**src/rtl/ntr_cmd_sched_if.sv**
```systemverilog
`default_nettype none
// ============================================================================
// Module   : ntr_cmd_sched_if
// Brief    : Command/FIFO/responder signal bundle for the NTR command scheduler
// Revision : 1.0 - initial release
// ============================================================================
interface ntr_cmd_sched_if;
    logic [63:0] command;
    logic        cmd_ready;
    logic        word_req;
    logic [7:0]  fifo_data;
    logic        fifo_empty;
    logic        fifo_rd_en;
    logic [31:0] data_word;
    logic        word_valid;
    logic        led;
    logic        busy;
    logic [1:0]  status;

    modport master (
        output command, cmd_ready, word_req, fifo_data, fifo_empty,
        input  fifo_rd_en, data_word, word_valid, led, busy, status
    );

    modport slave (
        input  command, cmd_ready, word_req, fifo_data, fifo_empty,
        output fifo_rd_en, data_word, word_valid, led, busy, status
    );
endinterface
`default_nettype wire

```
**src/rtl/ntr_cmd_sched.sv**
```systemverilog
`default_nettype none
// ============================================================================
// Module   : ntr_cmd_sched
// Brief    : Decodes NTR commands and streams UART FIFO bytes as 32-bit words
// Revision : 1.0 - initial release
// ============================================================================
module ntr_cmd_sched #(
    parameter int          MAX_WORDS = 128,
    parameter logic [31:0] CHIP_ID   = 32'h807F01E0
) (
    input  wire logic       clk,
    input  wire logic       rst_n,
    ntr_cmd_sched_if.slave  bus
);

    typedef enum logic [2:0] {
        S_IDLE    = 3'd0,
        S_DECODE  = 3'd1,
        S_FILL    = 3'd2,
        S_PRESENT = 3'd3,
        S_DONE    = 3'd4
    } state_t;

    localparam logic [7:0] c_MAX_WORDS = 8'(MAX_WORDS);

    state_t      state_q, state_d;
    logic [31:0] data_q, data_d;
    logic [31:0] stage_q, stage_d;
    logic [23:0] acc_q, acc_d;
    logic        valid_q, valid_d;
    logic        stage_full_q, stage_full_d;
    logic        led_q, led_d;
    logic        phase_q, phase_d;
    logic        popped_q, popped_d;
    logic        empty_a_q, empty_a_d;
    logic        byte_mode_q, byte_mode_d;
    logic [1:0]  status_q, status_d;
    logic [1:0]  slot_q, slot_d;
    logic [7:0]  nwords_q, nwords_d;
    logic [7:0]  filled_q, filled_d;

    logic        w_pop;
    logic        w_done_word;
    logic [7:0]  w_byte;
    logic [31:0] w_word;
    logic [7:0]  w_cnt;
    logic        w_unused;

    assign w_unused = ^{bus.command[63:57], bus.command[55:16]};

    // Pop only in slot phase A, never while staging is full or the command is being withdrawn
    assign w_pop = (state_q == S_FILL) && !phase_q && !stage_full_q &&
                   bus.cmd_ready && !bus.fifo_empty;

    assign bus.fifo_rd_en = w_pop;
    assign bus.data_word  = data_q;
    assign bus.word_valid = valid_q;
    assign bus.led        = led_q;
    assign bus.busy       = (state_q != S_IDLE);
    assign bus.status     = status_q;

    always_comb begin
        state_d      = state_q;
        data_d       = data_q;
        stage_d      = stage_q;
        acc_d        = acc_q;
        valid_d      = valid_q;
        stage_full_d = stage_full_q;
        led_d        = led_q;
        phase_d      = phase_q;
        popped_d     = popped_q;
        empty_a_d    = empty_a_q;
        byte_mode_d  = byte_mode_q;
        status_d     = status_q;
        slot_d       = slot_q;
        nwords_d     = nwords_q;
        filled_d     = filled_q;
        w_done_word  = 1'b0;
        w_word       = 32'h0;
        w_byte       = popped_q ? bus.fifo_data : 8'h00;

        w_cnt = bus.command[15:8];
        if (w_cnt == 8'd0) begin
            w_cnt = 8'd1;
        end else if (w_cnt > c_MAX_WORDS) begin
            w_cnt = c_MAX_WORDS;
        end

        case (state_q)
            S_IDLE: begin
                if (bus.cmd_ready) begin
                    state_d = S_DECODE;
                end
            end

            S_DECODE: begin
                if (!bus.cmd_ready) begin
                    state_d = S_IDLE;
                end else begin
                    valid_d = 1'b1;
                    state_d = S_PRESENT;
                    case (bus.command[7:0])
                        8'hFF: begin
                            led_d  = bus.command[56];
                            data_d = 32'd1;
                        end
                        8'h90: data_d = CHIP_ID;
                        8'h9F: data_d = 32'hFFFF_FFFF;
                        8'h24: begin
                            data_d   = {22'b0, status_q, 7'b0, bus.fifo_empty};
                            status_d = 2'b00;
                        end
                        8'h22, 8'h23: begin
                            valid_d      = 1'b0;
                            state_d      = S_FILL;
                            byte_mode_d  = (bus.command[7:0] == 8'h22);
                            nwords_d     = (bus.command[7:0] == 8'h22) ? 8'd1 : w_cnt;
                            filled_d     = 8'd0;
                            slot_d       = 2'd0;
                            phase_d      = 1'b0;
                            popped_d     = 1'b0;
                            stage_full_d = 1'b0;
                        end
                        default: data_d = 32'h0;
                    endcase
                    if (bus.word_req) begin
                        status_d[1] = 1'b1;
                    end
                end
            end

            S_FILL, S_PRESENT: begin
                if (!bus.cmd_ready) begin
                    state_d      = S_IDLE;
                    valid_d      = 1'b0;
                    stage_full_d = 1'b0;
                end else begin
                    // Consumption is resolved before any newly filled word is placed
                    if (bus.word_req) begin
                        if (valid_q) begin
                            if (stage_full_q) begin
                                data_d       = stage_q;
                                stage_full_d = 1'b0;
                            end else begin
                                valid_d = 1'b0;
                                if (state_q == S_PRESENT) begin
                                    state_d = S_DONE;
                                end
                            end
                        end else begin
                            status_d[1] = 1'b1;
                        end
                    end

                    if (state_q == S_FILL) begin
                        if (!phase_q) begin
                            if (!stage_full_q) begin
                                phase_d   = 1'b1;
                                popped_d  = w_pop;
                                empty_a_d = bus.fifo_empty;
                            end
                        end else begin
                            phase_d = 1'b0;
                            if (!popped_q) begin
                                status_d[0] = 1'b1;
                            end
                            if (byte_mode_q) begin
                                w_done_word = 1'b1;
                                w_word      = {7'b0, empty_a_q, 16'b0, w_byte};
                            end else begin
                                slot_d = slot_q + 2'd1;
                                case (slot_q)
                                    2'd0: acc_d[7:0]   = w_byte;
                                    2'd1: acc_d[15:8]  = w_byte;
                                    2'd2: acc_d[23:16] = w_byte;
                                    default: begin
                                        w_done_word = 1'b1;
                                        w_word      = {w_byte, acc_q};
                                    end
                                endcase
                            end
                            if (w_done_word) begin
                                filled_d = filled_q + 8'd1;
                                if (!valid_d) begin
                                    data_d  = w_word;
                                    valid_d = 1'b1;
                                end else begin
                                    stage_d      = w_word;
                                    stage_full_d = 1'b1;
                                end
                                if (filled_d == nwords_q) begin
                                    state_d = S_PRESENT;
                                end
                            end
                        end
                    end
                end
            end

            S_DONE: begin
                if (bus.word_req) begin
                    data_d = 32'h0;
                end
                if (!bus.cmd_ready) begin
                    state_d = S_IDLE;
                end
            end

            default: state_d = S_IDLE;
        endcase
    end

    always_ff @(posedge clk or negedge rst_n) begin
        if (!rst_n) begin
            state_q      <= S_IDLE;
            data_q       <= 32'h0;
            stage_q      <= 32'h0;
            acc_q        <= 24'h0;
            valid_q      <= 1'b0;
            stage_full_q <= 1'b0;
            led_q        <= 1'b0;
            phase_q      <= 1'b0;
            popped_q     <= 1'b0;
            empty_a_q    <= 1'b0;
            byte_mode_q  <= 1'b0;
            status_q     <= 2'b00;
            slot_q       <= 2'd0;
            nwords_q     <= 8'd0;
            filled_q     <= 8'd0;
        end else begin
            state_q      <= state_d;
            data_q       <= data_d;
            stage_q      <= stage_d;
            acc_q        <= acc_d;
            valid_q      <= valid_d;
            stage_full_q <= stage_full_d;
            led_q        <= led_d;
            phase_q      <= phase_d;
            popped_q     <= popped_d;
            empty_a_q    <= empty_a_d;
            byte_mode_q  <= byte_mode_d;
            status_q     <= status_d;
            slot_q       <= slot_d;
            nwords_q     <= nwords_d;
            filled_q     <= filled_d;
        end
    end

endmodule
`default_nettype wire

```
**src/flat_wrapper.sv**
```systemverilog
// flat-port wrapper written by rule: the top's interface ports become plain ports
module ntr_cmd_sched_flat 
#(
    parameter int          MAX_WORDS = 128,
    parameter logic [31:0] CHIP_ID   = 32'h807F01E0
)
  (clk, rst_n, bus_command, bus_cmd_ready, bus_word_req, bus_fifo_data, bus_fifo_empty, bus_fifo_rd_en, bus_data_word, bus_word_valid, bus_led, bus_busy, bus_status);
  ntr_cmd_sched_if bus_i ();
  input  wire logic clk;
  input  wire logic rst_n;
  input wire logic [$bits(bus_i.command)-1:0] bus_command;
  input wire logic [$bits(bus_i.cmd_ready)-1:0] bus_cmd_ready;
  input wire logic [$bits(bus_i.word_req)-1:0] bus_word_req;
  input wire logic [$bits(bus_i.fifo_data)-1:0] bus_fifo_data;
  input wire logic [$bits(bus_i.fifo_empty)-1:0] bus_fifo_empty;
  output wire logic [$bits(bus_i.fifo_rd_en)-1:0] bus_fifo_rd_en;
  output wire logic [$bits(bus_i.data_word)-1:0] bus_data_word;
  output wire logic [$bits(bus_i.word_valid)-1:0] bus_word_valid;
  output wire logic [$bits(bus_i.led)-1:0] bus_led;
  output wire logic [$bits(bus_i.busy)-1:0] bus_busy;
  output wire logic [$bits(bus_i.status)-1:0] bus_status;
  assign bus_i.command = bus_command;
  assign bus_i.cmd_ready = bus_cmd_ready;
  assign bus_i.word_req = bus_word_req;
  assign bus_i.fifo_data = bus_fifo_data;
  assign bus_i.fifo_empty = bus_fifo_empty;
  assign bus_fifo_rd_en = bus_i.fifo_rd_en;
  assign bus_data_word = bus_i.data_word;
  assign bus_word_valid = bus_i.word_valid;
  assign bus_led = bus_i.led;
  assign bus_busy = bus_i.busy;
  assign bus_status = bus_i.status;
  ntr_cmd_sched #(.MAX_WORDS(MAX_WORDS), .CHIP_ID(CHIP_ID)) u_core (.clk(clk), .rst_n(rst_n), .bus(bus_i));
endmodule
```
**config.mk**
```make
export PLATFORM = sky130hd
export DESIGN_NAME = ntr_cmd_sched_flat
export DESIGN_NICKNAME = d
export VERILOG_FILES = /design/src/rtl/ntr_cmd_sched_if.sv /design/src/rtl/ntr_cmd_sched.sv /design/src/flat_wrapper.sv
export SDC_FILE = /design/constraint.sdc
export NUM_CORES = 1
export LEC_CHECK = 0
export BUFFER_PORTS_ARGS = -buffer_cell sky130_fd_sc_hd__buf_2
export CAP_MARGIN = 30
export CELL_PAD_IN_SITES_DETAIL_PLACEMENT = 1
export CELL_PAD_IN_SITES_GLOBAL_PLACEMENT = 1
export CORE_AREA = 2 2 120 122
export DETAILED_ROUTE_END_ITERATION = 16
export DIE_AREA = 0 0 122 124
export MAX_ROUTING_LAYER = met4
export PLACE_DENSITY_LB_ADDON = 0.1
export REMOVE_ABC_BUFFERS = 1
export SLEW_MARGIN = 40
export SYNTH_ARGS = -nofsm -noshare
export SYNTH_HDL_FRONTEND = slang
export SYNTH_SLANG_ARGS = --single-unit
```
**constraint.sdc**
```tcl
create_clock -name clk -period 5.2 [get_ports clk]
set_input_delay 0 -clock clk [delete_from_list [all_inputs] [get_ports clk]]
set_output_delay 0 -clock clk [all_outputs]
set_load 0.01 [all_outputs]
```
Word-level counts from Yosys, hierarchy flattened
Index checks and enable logic that the tools add are counted.
{"block": "totals", "ff_bits": 118, "out_inout_bits": 38, "word_cells": 182}
{"block": "op_classes", "magnitude_cmp": 1, "n_reduce_logical": 33, "n_bitwise": 3, "eq_ne": 31, "n_mux": 94, "addsub": 2}
{"op": "2-to-1 mux 32 bit", "count": 12}
{"op": "case mux 32 bit (5 select lines)", "count": 1}
{"op": "case mux 32 bit (3 select lines)", "count": 1}
{"op": "2-to-1 mux 8 bit", "count": 10}
{"op": "2-to-1 mux 1 bit", "count": 41}
{"op": "2-to-1 mux 3 bit", "count": 12}
{"op": "AND reduction 6 bit", "count": 5}
{"op": "inequality test 2 bit (second input constant)", "count": 14}
{"op": "AND reduction 7 bit", "count": 4}
{"op": "== test 8 x 6 -> 1 bit (second input constant)", "count": 3}
{"op": "== test 8 bit (second input constant)", "count": 3}
{"op": "2-to-1 mux 2 bit", "count": 9}
{"op": "case mux 8 bit (2 select lines)", "count": 1}
{"op": "AND reduction 5 bit", "count": 3}
{"op": "case mux 3 bit (4 select lines)", "count": 1}
{"op": "AND reduction 3 bit", "count": 3}
{"op": "adder 8 x 1 -> 8 bit (second input constant)", "count": 1}
{"op": "== test 8 bit", "count": 1}
{"op": "> comparator 8 bit (second input constant)", "count": 1}
{"op": "zero test 8 bit", "count": 1}
{"op": "case mux 1 bit (2 select lines)", "count": 4}
{"op": "case mux 2 bit (2 select lines)", "count": 2}
{"op": "== test 3 x 2 -> 1 bit (second input constant)", "count": 2}
{"op": "inequality test 2 x 1 -> 1 bit (second input constant)", "count": 3}
{"op": "16 further kinds", "count": 26}

Longest topological paths before layout
{"block": "depth", "depth_word": 13, "mapped_depth": 8, "ltp_nobuf": 6}

Least setup slack after synthesis
No wires, ideal clock.
{"block": "synth_timing", "kind": "reg2reg", "startpoint": "reg u_core.slot_q[0]", "endpoint": "reg u_core.data_q[13], in the netlist u_core.bus.data_word[13]", "t_required_ns": 5.127, "period_less_slack_ns": 1.787, "setup_time_ns": 0.073, "path_stages_with_launch": 8, "arrival_time_ns": 1.714, "n_path_buf": 1, "path_slack_ns": 3.413, "cell_sequence": "dfrtp_1 -> ha_1 -> or2_1 -> o2111ai_1 -> buf_2 -> mux2i_1 -> nand2_1 -> a21oi_2"}
{"block": "synth_via", "elab_chain_cells": 13, "word_cells_on_any_way": 18}
{"item": "from (decl)", "line_no": "ntr_cmd_sched.sv:38", "source": "logic [1:0] slot_q, slot_d;"}
{"item": "from (signal assigned)", "line_no": "ntr_cmd_sched.sv:243", "source": "slot_q <= slot_d;"}
{"item": "== test 2 x 1 -> 1 bit, or another cell as far along", "line_no": "ntr_cmd_sched.sv:172", "source": "case (slot_q)"}
{"item": "OR reduction 3 bit (no source line) (*)"}
{"item": "2-to-1 mux 1 bit", "line_no": "ntr_cmd_sched.sv:172"}
{"item": "2-to-1 mux 1 bit", "line_no": "ntr_cmd_sched.sv:167", "source": "if (byte_mode_q) begin"}
{"item": "2-to-1 mux 1 bit", "line_no": "ntr_cmd_sched.sv:156", "source": "if (!phase_q) begin"}
{"item": "2-to-1 mux 1 bit", "line_no": "ntr_cmd_sched.sv:155", "source": "if (state_q == S_FILL) begin"}
{"item": "2-to-1 mux 1 bit", "line_no": "ntr_cmd_sched.sv:133", "source": "if (!bus.cmd_ready) begin"}
{"item": "2-to-1 mux 1 bit", "line_no": "ntr_cmd_sched.sv:89", "source": "case (state_q)"}
{"item": "2-to-1 mux 32 bit (*)", "line_no": "ntr_cmd_sched.sv:182", "source": "if (w_done_word) begin"}
{"item": "2-to-1 mux 32 bit (*)", "line_no": "ntr_cmd_sched.sv:156"}
{"item": "2-to-1 mux 32 bit (*)", "line_no": "ntr_cmd_sched.sv:155"}
{"item": "2-to-1 mux 32 bit (*)", "line_no": "ntr_cmd_sched.sv:133"}
{"item": "case mux 32 bit (3 select lines) (*)", "line_no": "ntr_cmd_sched.sv:89"}
{"item": "to (signal assigned)", "line_no": "ntr_cmd_sched.sv:232", "source": "data_q <= data_d;"}
{"item": "to (decl)", "line_no": "ntr_cmd_sched.sv:27", "source": "logic [31:0] data_q, data_d;"}
Every way passes the cells marked *; elsewhere a longest branch is shown, timed or not. The select of a mux whose other input is x is not followed.
A chain may end at the register's enable or synchronous reset.

Worst setup path after layout
{"block": "layout_timing", "startpoint": "reg u_core.state_q[2]", "endpoint": "reg u_core.nwords_q[2]"}
{"block": "layout_via", "elab_chain_cells": 2}
{"item": "from (decl)", "line_no": "ntr_cmd_sched.sv:26", "source": "state_t state_q, state_d;"}
{"item": "from (signal assigned)", "line_no": "ntr_cmd_sched.sv:231", "source": "state_q <= state_d;"}
{"item": "== test 3 x 1 -> 1 bit", "line_no": "ntr_cmd_sched.sv:89"}
{"item": "AND reduction 3 bit (no source line)"}
{"item": "to (signal assigned)", "line_no": "ntr_cmd_sched.sv:244", "source": "nwords_q <= nwords_d;"}
{"item": "to (decl)", "line_no": "ntr_cmd_sched.sv:39", "source": "logic [7:0] nwords_q, nwords_d;"}
No other way between the ends.

==> results.sh <==
export IMPL_status="complete, no violations"
export IMPL_p_total_mw=3.14
export IMPL_final_layout_size_suffix_gt1_share_pct=16.6
export IMPL_die_y_um=124
export IMPL_wl_per_cell_um=18.5
export IMPL_cts_hold_buf=28
export IMPL_crit_cells=6
export IMPL_place_area_sq_mm=0.00653
export IMPL_hold_class="input pin to flip-flop"
export IMPL_clock_sinks=118
export IMPL_grt_usage_pct=25.0
export IMPL_grt_max_degree=75
export IMPL_ant_nets=0
export IMPL_synth_seq_area_share_pct=48.6
export IMPL_placedCellCount=874
export IMPL_fin_cells=934
export IMPL_critPathArrivalTime_ns=3.12
export IMPL_end_kind="flip-flop"
export IMPL_ys_top_cells_by_area="dfrtp_1 49%, mux2i_1 9.4%, nand2_1 8.7%"
export IMPL_htree_levels=4
export IMPL_setup_slack_ns=2.44
export IMPL_cts_made_buffers=17
export IMPL_tightest_slew_ns=0.708
export IMPL_reg2reg_depth=6
export IMPL_rsz0062_at_grt="no"
export IMPL_initial_core_util_pct=44.2
export IMPL_criticalPathCategory="flip-flop to flip-flop"
export IMPL_finalCritPeriodShare_pct=53.1
export IMPL_whs_ns=0.0116
export IMPL_min_period_ns=2.76
export IMPL_grt_pass1_vias=5646
export IMPL_timing_rr_end="u_core.nwords_q[2]"
export IMPL_gp_congestion=0.844
export IMPL_nets=823
export IMPL_final_util_pct=54.4
export IMPL_yosys_warnings=0
export IMPL_drt_first_pass_iters=4
export IMPL_synthFlopType="dfrtp_1"
export IMPL_ctsLongestPathBuffers=2
export IMPL_final_cell_area_sq_mm=0.00747
export IMPL_p_per_area_mw_per_mm2=421
export IMPL_place_ws_ns=2.52
export IMPL_worst_skew_pair_late_latency_ns=0.43
export IMPL_drt_total_wl_mm=17.3
export IMPL_syn2layout_area_growth_pct=23.0
export IMPL_route_detailed_drc=0
export IMPL_grt_pass1_wl_mm=28.3
export IMPL_ios=115
export IMPL_avgSynthCellArea_sq_um=9.17
export IMPL_cap_viol_max_count=0
export IMPL_clock_root_buffer="clkbuf_16"
export IMPL_multiInputGateArea_sq_mm=0.00293
export IMPL_antenna_found_initial=0
export IMPL_hold_viol_final=0
export IMPL_antennaDiodeCount=0
export IMPL_synth_edff_count=0
export IMPL_synthCells=662
export IMPL_vias_per_cell=5.62
export IMPL_worstPathCellList="nor2b_1 > nor3b_2 > nand2_1 > nor3_1 > a22o_1 > dlygate4sd3_1"
export IMPL_final_cell_mix="141 x nand2_1, 118 x dfrtp_1, 66 x buf_2"
export IMPL_coreArea_sq_mm=0.0137
export IMPL_fp_dieW_um=122
export IMPL_required_ns=5.56
export IMPL_whs_endpoint="u_core.stage_q[25]"
export IMPL_yosysTopAreaCellShare_pct=48.6
export IMPL_final_common_cell="nand2_1"
export IMPL_p_leak_nw=3.61
export IMPL_clk_pin_slew_ns=0.06
export IMPL_port_buffers=67
export IMPL_hp_start="bus_fifo_data[1]"
export IMPL_cp_top_family="simple AND/OR/NAND/NOR gates"
export IMPL_max_stage_delay_ns=0.54
export IMPL_worst_path_buf_inv=1
export IMPL_worstPathMaxFanout=17
export IMPL_synth_area_sq_mm=0.00607
export IMPL_register_area_sq_mm=0.00295
export IMPL_grt_ovfl_total=0
export IMPL_dp_hpwl_mm=10.8
export IMPL_max_slew_margin_rel_pct=52.8
export IMPL_slew_viol_final=0
export IMPL_ir_drop_mv=0.215
export IMPL_cts_tree="yes"
export IMPL_reg2reg_slack_ns=2.44
export IMPL_postCtsSetupBuffers=0
export IMPL_synthArstFlopShare_pct=100
export IMPL_nFillCells=1565
export IMPL_setup_violations=0
export IMPL_ys_seq_elements=118
export IMPL_synth_cell_types=53
export IMPL_cp_start_kind="flip-flop"
export IMPL_whs_path_depth=3
export IMPL_vias=5247
export IMPL_fmax_mhz=362
export IMPL_die_area_sq_mm=0.0151
export IMPL_drt_initial_drc_count=177
export IMPL_ctsResizeCount=0
export IMPL_rows=43
export IMPL_synth_area_leader_cell="dfrtp_1"
export IMPL_r2r_start="u_core.state_q[2]"
export IMPL_crit_slowest_cell="dlygate4sd3_1"
export IMPL_clock_skew_ns=0.0110
export IMPL_setup_tns_ns=0
worst max path at each step:
stage / start / to / slack (ns)
after floorplan: u_core.state_q[1] / u_core.bus.data_word[0] / 0.38
after global placement: u_core.state_q[1] / u_core.filled_q[5] / 2.29
after global routing: u_core.state_q[2] / u_core.nwords_q[2] / 2.19
final: u_core.state_q[2] / u_core.nwords_q[2] / 2.44
after detailed placement: u_core.state_q[1] / u_core.filled_q[6] / 2.52
after CTS: u_core.state_q[2] / u_core.nwords_q[2] / 2.41
synth_stat cells, types with 6 or more instances:
master      n
o21ai_1    41
clkbuf_1   28
nor2b_1    10
nand3_1     7
dfrtp_1   118
nor2_1     60
o31ai_1     7
a21oi_1    30
inv_1       6
nor3_1      6
nand2_1   141
mux2i_1    57
nand4_1     7
o211ai_1    8
xor2_1      7
o21ai_0    33
a21oi_2    10
a31oi_1     9
a32oi_1     8
buf_2       8
layer usage:
layer	part of all wire, %	up-vias	GRT usage, %
li1	-	2480	-
met1	44	2667	29.5
met2	52	85	43.3
met3	2.9	15	5.27
met4	1.0	0	6.97
met5	0	-	-
flip-flops by register name, summed over array words and instances, names as in the netlist:
| name | flops |
|---|---|
| u_core.empty_a_q | 1 |
| u_core.byte_mode_q | 1 |
| u_core.stage_q | 32 |
| u_core.bus.data_word | 32 |
| u_core.stage_full_q | 1 |
| u_core.bus.word_valid | 1 |
| u_core.bus.status | 2 |
| u_core.popped_q | 1 |
| u_core.slot_q | 2 |
| u_core.acc_q | 24 |
| u_core.bus.led | 1 |
| u_core.state_q | 3 |
| u_core.phase_q | 1 |
| u_core.filled_q | 8 |
| u_core.nwords_q | 8 |
worst register-to-register path: stages (launching register included):
cell and delay, ns:
dfrtp_1 0.47, nor2b_1 0.36, nor3b_2 0.39, nand2_1 0.39
nor3_1 0.37, a22o_1 0.17, dlygate4sd3_1 0.54
area by class of cell:
type / instances / share of cell area, %
Multi-Input combinational cell: 496 / 39.3
Clock buffer: 23 / 6.53
Clock inverter: 9 / 2.28
Inverter: 6 / 0.302
Timing Repair Buffer: 102 / 9.03
Tap cell: 180 / 3.02
Sequential cell: 118 / 39.5
cell families (layout without fill, tap and decap cells):
family	count (synthesis)	after routing	synth area share, %
and+or+nand+nor	252	252	18.1
AOI/OAI and AO/OA	165	165	16.6
DFF	118	118	48.6
muxes	62	62	10.3
buffers and inverters	48	140	3.57
xor gates and xnor gates	12	12	1.73
adders and majority gates	5	5	1.03
power by group:
| part | leakage, nW | total [mW] | internal (mW) | switching, mW |
|---|---|---|---|---|
| combinational | 1.72 | 0.635 | 0.257 | 0.378 |
| sequential | 1.56 | 1.19 | 1.06 | 0.136 |
| clock | 0.327 | 1.31 | 0.897 | 0.416 |
| total | 3.61 | 3.14 | 2.21 | 0.930 |
Note: power is estimated with default switching activity, not from simulation.
